### config.mk
export PLATFORM = sky130hd
export DESIGN_NAME = dpram_scan_m
export DESIGN_NICKNAME = d
export VERILOG_FILES = /design/src/rtl/dpram_scan_m.sv
export SDC_FILE = /design/constraint.sdc
export NUM_CORES = 1
export LEC_CHECK = 0
export ABC_AREA = 1
export BUFFER_PORTS_ARGS = -buffer_cell sky130_fd_sc_hd__buf_4
export CAP_MARGIN = 30
export CORE_MARGIN = 3
export CORE_UTILIZATION = 57
export DETAILED_ROUTE_END_ITERATION = 7
export PLACE_DENSITY = 0.83
export SYNTH_ARGS = -nofsm -noshare
export SYNTH_HDL_FRONTEND = slang
export SYNTH_SLANG_ARGS = --single-unit
### constraint.sdc
create_clock -name clk -period 5.1 [get_ports clk]
set_clock_uncertainty 0.2 [all_clocks]
set_input_delay 0.765 -clock clk [delete_from_list [all_inputs] [get_ports clk]]
set_output_delay 0.765 -clock clk [all_outputs]
set_load 0.1 [all_outputs]
### src/rtl/dpram_scan_m.sv
// dpram_scan_m
//   Streams a contiguous (optionally wrapping) address range out of the
//   application read port of a dual-port RAM.
//
//   The DPRAM read port is synchronous. Data for the address presented on
//   app_addr appears on app_data one cycle after the read issues. Each
//   returning word goes into a 2-entry output buffer. A read is issued only
//   when a buffer slot is guaranteed to be free, so backpressure never drops
//   a word.
//
// Ports
//   clk, rst               single clock; synchronous active-high reset
//   start, abort           one-cycle scan request / cancel
//   first_addr, last_addr  inclusive scan range, sampled with start
//   app_addr, app_data     DPRAM application read port
//   out_data, out_valid,   output stream (valid/ready handshake);
//   out_ready, out_last    out_last marks the final word of a pass
//   busy                   scan in progress (RUN or DRAIN)
//   done                   one-cycle pulse after the out_last transfer
//   loop                   only with DPRAM_SCAN_REPEAT_EN: repeat the range
//
// Build option
//   DPRAM_SCAN_REPEAT_EN   adds the loop input for continuous repeated passes
module dpram_scan_m #(
  parameter int unsigned APP_AW = 8,
  parameter int unsigned APP_DW = 8
) (
  input  logic              clk,
  input  logic              rst,
  input  logic              start,
  input  logic              abort,
`ifdef DPRAM_SCAN_REPEAT_EN
  input  logic              loop,
`endif
  input  logic [APP_AW-1:0] first_addr,
  input  logic [APP_AW-1:0] last_addr,
  output logic [APP_AW-1:0] app_addr,
  input  logic [APP_DW-1:0] app_data,
  output logic [APP_DW-1:0] out_data,
  output logic              out_valid,
  input  logic              out_ready,
  output logic              out_last,
  output logic              busy,
  output logic              done
);

  localparam logic [1:0] S_IDLE  = 2'd0;
  localparam logic [1:0] S_RUN   = 2'd1;
  localparam logic [1:0] S_DRAIN = 2'd2;

  logic [1:0]        state_q, state_d;
  logic [APP_AW-1:0] first_q, first_d;
  logic [APP_AW-1:0] last_q, last_d;
  logic [APP_AW-1:0] addr_q, addr_d;
  logic              infl_q, infl_d;        // read issued last cycle
  logic              infl_last_q, infl_last_d;
  logic [1:0]        cnt_q, cnt_d;          // buffered words (0..2)
  logic [APP_DW-1:0] buf0_q, buf0_d;        // head entry, drives out_data
  logic [APP_DW-1:0] buf1_q, buf1_d;
  logic              lst0_q, lst0_d;
  logic              lst1_q, lst1_d;
  logic              done_q, done_d;

  logic              loop_en;
  logic              pop;
  logic              push;
  logic [2:0]        occ;
  logic              rd_fire;
  logic              rd_last;
  logic              kill;

`ifdef DPRAM_SCAN_REPEAT_EN
  assign loop_en = loop;
`else
  assign loop_en = 1'b0;
`endif

  assign out_valid = (cnt_q != 2'd0);
  assign out_data  = buf0_q;
  assign out_last  = out_valid & lst0_q;
  assign busy      = (state_q != S_IDLE);
  assign done      = done_q;
  assign app_addr  = addr_q;

  assign pop  = out_valid & out_ready;
  assign push = infl_q;

  // Slots committed after this cycle: buffered plus in flight, less the
  // word leaving now. A new read may take a slot only if one remains.
  // pop implies cnt_q >= 1, so the subtraction cannot underflow.
  assign occ     = {1'b0, cnt_q} + {2'b00, infl_q} - {2'b00, pop};
  assign rd_fire = (state_q == S_RUN) && (occ < 3'd2);
  assign rd_last = (addr_q == last_q);
  assign kill    = abort && (state_q != S_IDLE);

  always_comb begin
    state_d     = state_q;
    first_d     = first_q;
    last_d      = last_q;
    addr_d      = addr_q;
    infl_d      = rd_fire;
    infl_last_d = rd_fire & rd_last;
    cnt_d       = cnt_q;
    buf0_d      = buf0_q;
    buf1_d      = buf1_q;
    lst0_d      = lst0_q;
    lst1_d      = lst1_q;
    done_d      = pop & out_last;

    case (state_q)
      S_IDLE: begin
        if (start && !abort) begin
          first_d = first_addr;
          last_d  = last_addr;
          addr_d  = first_addr;
          state_d = S_RUN;
        end
      end
      S_RUN: begin
        if (rd_fire) begin
          if (rd_last && loop_en) begin
            addr_d = first_q;
          end else begin
            addr_d = addr_q + APP_AW'(1);
          end
          if (rd_last && !loop_en) begin
            state_d = S_DRAIN;
          end
        end
      end
      S_DRAIN: begin
        if (pop && out_last) begin
          state_d = S_IDLE;
        end
      end
      default: state_d = S_IDLE;
    endcase

    // Two-entry buffer. Entry 0 is always the head, so out_data and out_last
    // stay unchanged unless the head is popped.
    case ({push, pop})
      2'b10: begin
        if (cnt_q == 2'd0) begin
          buf0_d = app_data;
          lst0_d = infl_last_q;
        end else begin
          buf1_d = app_data;
          lst1_d = infl_last_q;
        end
        cnt_d = cnt_q + 2'd1;
      end
      2'b01: begin
        buf0_d = buf1_q;
        lst0_d = lst1_q;
        cnt_d  = cnt_q - 2'd1;
      end
      2'b11: begin
        if (cnt_q == 2'd1) begin
          buf0_d = app_data;
          lst0_d = infl_last_q;
        end else begin
          buf0_d = buf1_q;
          lst0_d = lst1_q;
          buf1_d = app_data;
          lst1_d = infl_last_q;
        end
      end
      default: ;
    endcase

    // Abort overrides everything. The returning word is discarded, the buffer
    // is emptied, and no done pulse is generated for the cancelled scan.
    if (kill) begin
      state_d     = S_IDLE;
      addr_d      = addr_q;
      infl_d      = 1'b0;
      infl_last_d = 1'b0;
      cnt_d       = 2'd0;
      done_d      = 1'b0;
    end
  end

  always_ff @(posedge clk) begin
    if (rst) begin
      state_q     <= S_IDLE;
      first_q     <= '0;
      last_q      <= '0;
      addr_q      <= '0;
      infl_q      <= 1'b0;
      infl_last_q <= 1'b0;
      cnt_q       <= 2'd0;
      buf0_q      <= '0;
      buf1_q      <= '0;
      lst0_q      <= 1'b0;
      lst1_q      <= 1'b0;
      done_q      <= 1'b0;
    end else begin
      state_q     <= state_d;
      first_q     <= first_d;
      last_q      <= last_d;
      addr_q      <= addr_d;
      infl_q      <= infl_d;
      infl_last_q <= infl_last_d;
      cnt_q       <= cnt_d;
      buf0_q      <= buf0_d;
      buf1_q      <= buf1_d;
      lst0_q      <= lst0_d;
      lst1_q      <= lst1_d;
      done_q      <= done_d;
    end
  end

endmodule

==> impl_metrics.ini <==
[worst_setup_path]
r2r_slack_ps = 2380
end_kind = flip-flop
critical_path_peak_fanout = 8
arrival_ps = 2720
r2r_end = app_addr[0]$_SDFFE_PP0P_
worstSetupPathType = reg2reg
cp-start-kind = flip-flop
ff2ff_path_depth = 12
worstPathRequired_ps = 5090
regToRegStartpoint = cnt_q[1]$_SDFFE_PP0P_

[min_path]
hold_path_class = reg2reg
worstHoldPathCells = 2
hold_path_end = buf1_q[0]$_SDFFE_PP0P_
hp-start = buf1_q[0]$_SDFFE_PP0P_

[floorplan]
start_util = 0.613
die_h_um = 67.1
die_width_um = 67.1
ios = 49
die-area_mm2 = 0.00450
core_area_mm2 = 0.00347
num_rows = 21

[synthesis]
ys_types = 30
synth_seq_area_share = 0.386
yosys_warnings = 0
synth_fp_nets = 339
synth-seq-cells = 41
synth-edff-count = 0
async_reset_ff_frac = 0
postSynthCellCount = 304
synth.avg_cell_area_um2 = 6.99
synth.cell_area_mm2 = 0.00213
ys.flop_type = dfxtp_1

[grt]
use_met2 = 0.420
grt_start_max_net_pins = 26
gr-usage-met3 = 0.0573
top_usage_layer = met2
globalRouteMet1Util = 0.297
grt_pass1_vias = 1940
grt_pass1_wl_um = 8470
grtUsageTotal = 0.243
grt_overflow = 0
antenna_found_initial = 0

[route]
vias = 2116
post_drt_via_cell_ratio = 5.30
drtIter0Drc = 73
drt-pass1-iter-count = 4
ant_nets = 0
wirelength_um = 5060
drc = 0
wl_per_cell_um = 12.7

[sta]
worst_slew_pin_slew_ps = 686
drv_slew = 0
grt_setup_unrepaired = no
finalSetupTns_ps = 0
fin_crit_sh = 0.534
hold_viol_final = 0
fin_crit_ps = 2720
relSlewSlack = 0.542
fmax_ghz = 0.367
finalSetupViolations = 0

[clock_tree]
clock_path_buffers = 2
post-cts-setup-buffers = 0
clk_pin_slew_ps = 80
cts_tree = built
clock_sinks = 41
insertion_delay_ps = 290
ctsResizeCount = 0
htreeDepth = 2
clock-root-buffer = clkbuf_8
holdBufCountCts = 0
cts_buffers = 5

[layout]
fillers = 297
area_growth_pct = 22.0
finalNetCount = 387
final_common_cell = nand2_1
drive_gt1_frac = 0.224
antenna_cells = 0
final_cell_mix = nand2_1, buf_4, dfxtp_1

[run_status]
status = finished, final reports clean

[job]
maxCapViolations = 0

[placed_design]
dp_hpwl_um = 3700
gp_congestion = 0.786
portBuffers = 48
per-stage QoR:
step                utilization  hold WS, ps  cell area, um2  worst slack (ps)  std cells
floorplan                     -          240            2130              2170        304
global placement          0.720          249            2500              2450        391
detailed placement        0.720          257            2500              2380        391
CTS                       0.748          265            2590              2380        399
global route              0.748          280            2590              2120        399
finish                    0.748          267            2590              2380        399
synth_stat cells, types with 5 or more instances:
library cell | instances | area (um2)
nand2_1 | 81 | 304
dfxtp_1 | 41 | 821
inv_1 | 30 | 113
nor2_1 | 28 | 105
o21ai_0 | 26 | 130
nand3_1 | 21 | 105
a21oi_1 | 17 | 85.1
a31oi_1 | 9 | 56.3
o21ai_1 | 6 | 30.0
ha_1 | 5 | 62.6
inv_2 | 5 | 18.8
nand2_2 | 5 | 31.3
state kept, by name, summed over array words and instances (netlist names):
| signal | count |
|---|---|
| app_addr | 8 |
| buf1_q | 8 |
| cnt_q | 2 |
| done | 1 |
| infl_last_q | 1 |
| infl_q | 1 |
| last_q | 8 |
| lst0_q | 1 |
| lst1_q | 1 |
| out_data | 8 |
| state_q | 2 |
area by class of cell:
type                            instances  area (um2)  share of cell area
Clock inverter                          2        13.8             0.00531
Inverter                               35         131              0.0507
Multi-Input combinational cell        221        1130               0.435
Sequential cell                        41         821               0.316
Clock buffer                            6        82.6              0.0318
Tap cell                               46        57.6              0.0222
Timing Repair Buffer                   48         360               0.139
logic make-up after synthesis:
kind of cell / count (synthesis) / synth area share
compound gates: 61 / 0.154
xor+xnor: 4 / 0.0165
fa+ha+maj: 6 / 0.0388
buf+inv: 42 / 0.0836
flops: 41 / 0.386
simple gates: 150 / 0.321
per-layer routing:
layer / vias up / share of wire
met5: - / 0
met4: 0 / 0.0075
met3: 4 / 0.081
met2: 77 / 0.48
met1: 961 / 0.43
li1: 1074 / -
worst max path at each step:
stage | startpoint | to
after floorplan | cnt_q[1]$_SDFFE_PP0P_ | out_last
after global placement | out_ready | app_addr[5]$_SDFFE_PP0P_
after detailed placement | out_ready | app_addr[0]$_SDFFE_PP0P_
after CTS | cnt_q[1]$_SDFFE_PP0P_ | app_addr[0]$_SDFFE_PP0P_
after global routing | cnt_q[1]$_SDFFE_PP0P_ | app_addr[0]$_SDFFE_PP0P_
final | cnt_q[1]$_SDFFE_PP0P_ | app_addr[0]$_SDFFE_PP0P_
critical path: stages (launching register included):
cell     delay (ps)
dfxtp_1         410
inv_1           100
ha_1            230
inv_2           110
nand2_4          90
nor2_1          170
o21ai_0         140
fa_1            510
nand3_2         100
nand2_2         100
nand4_2         200
nor2_1          200
nor2_1           70
Power is not shown: default switching activity piles up to over one toggle a cycle in this logic, so the estimate is an artifact.
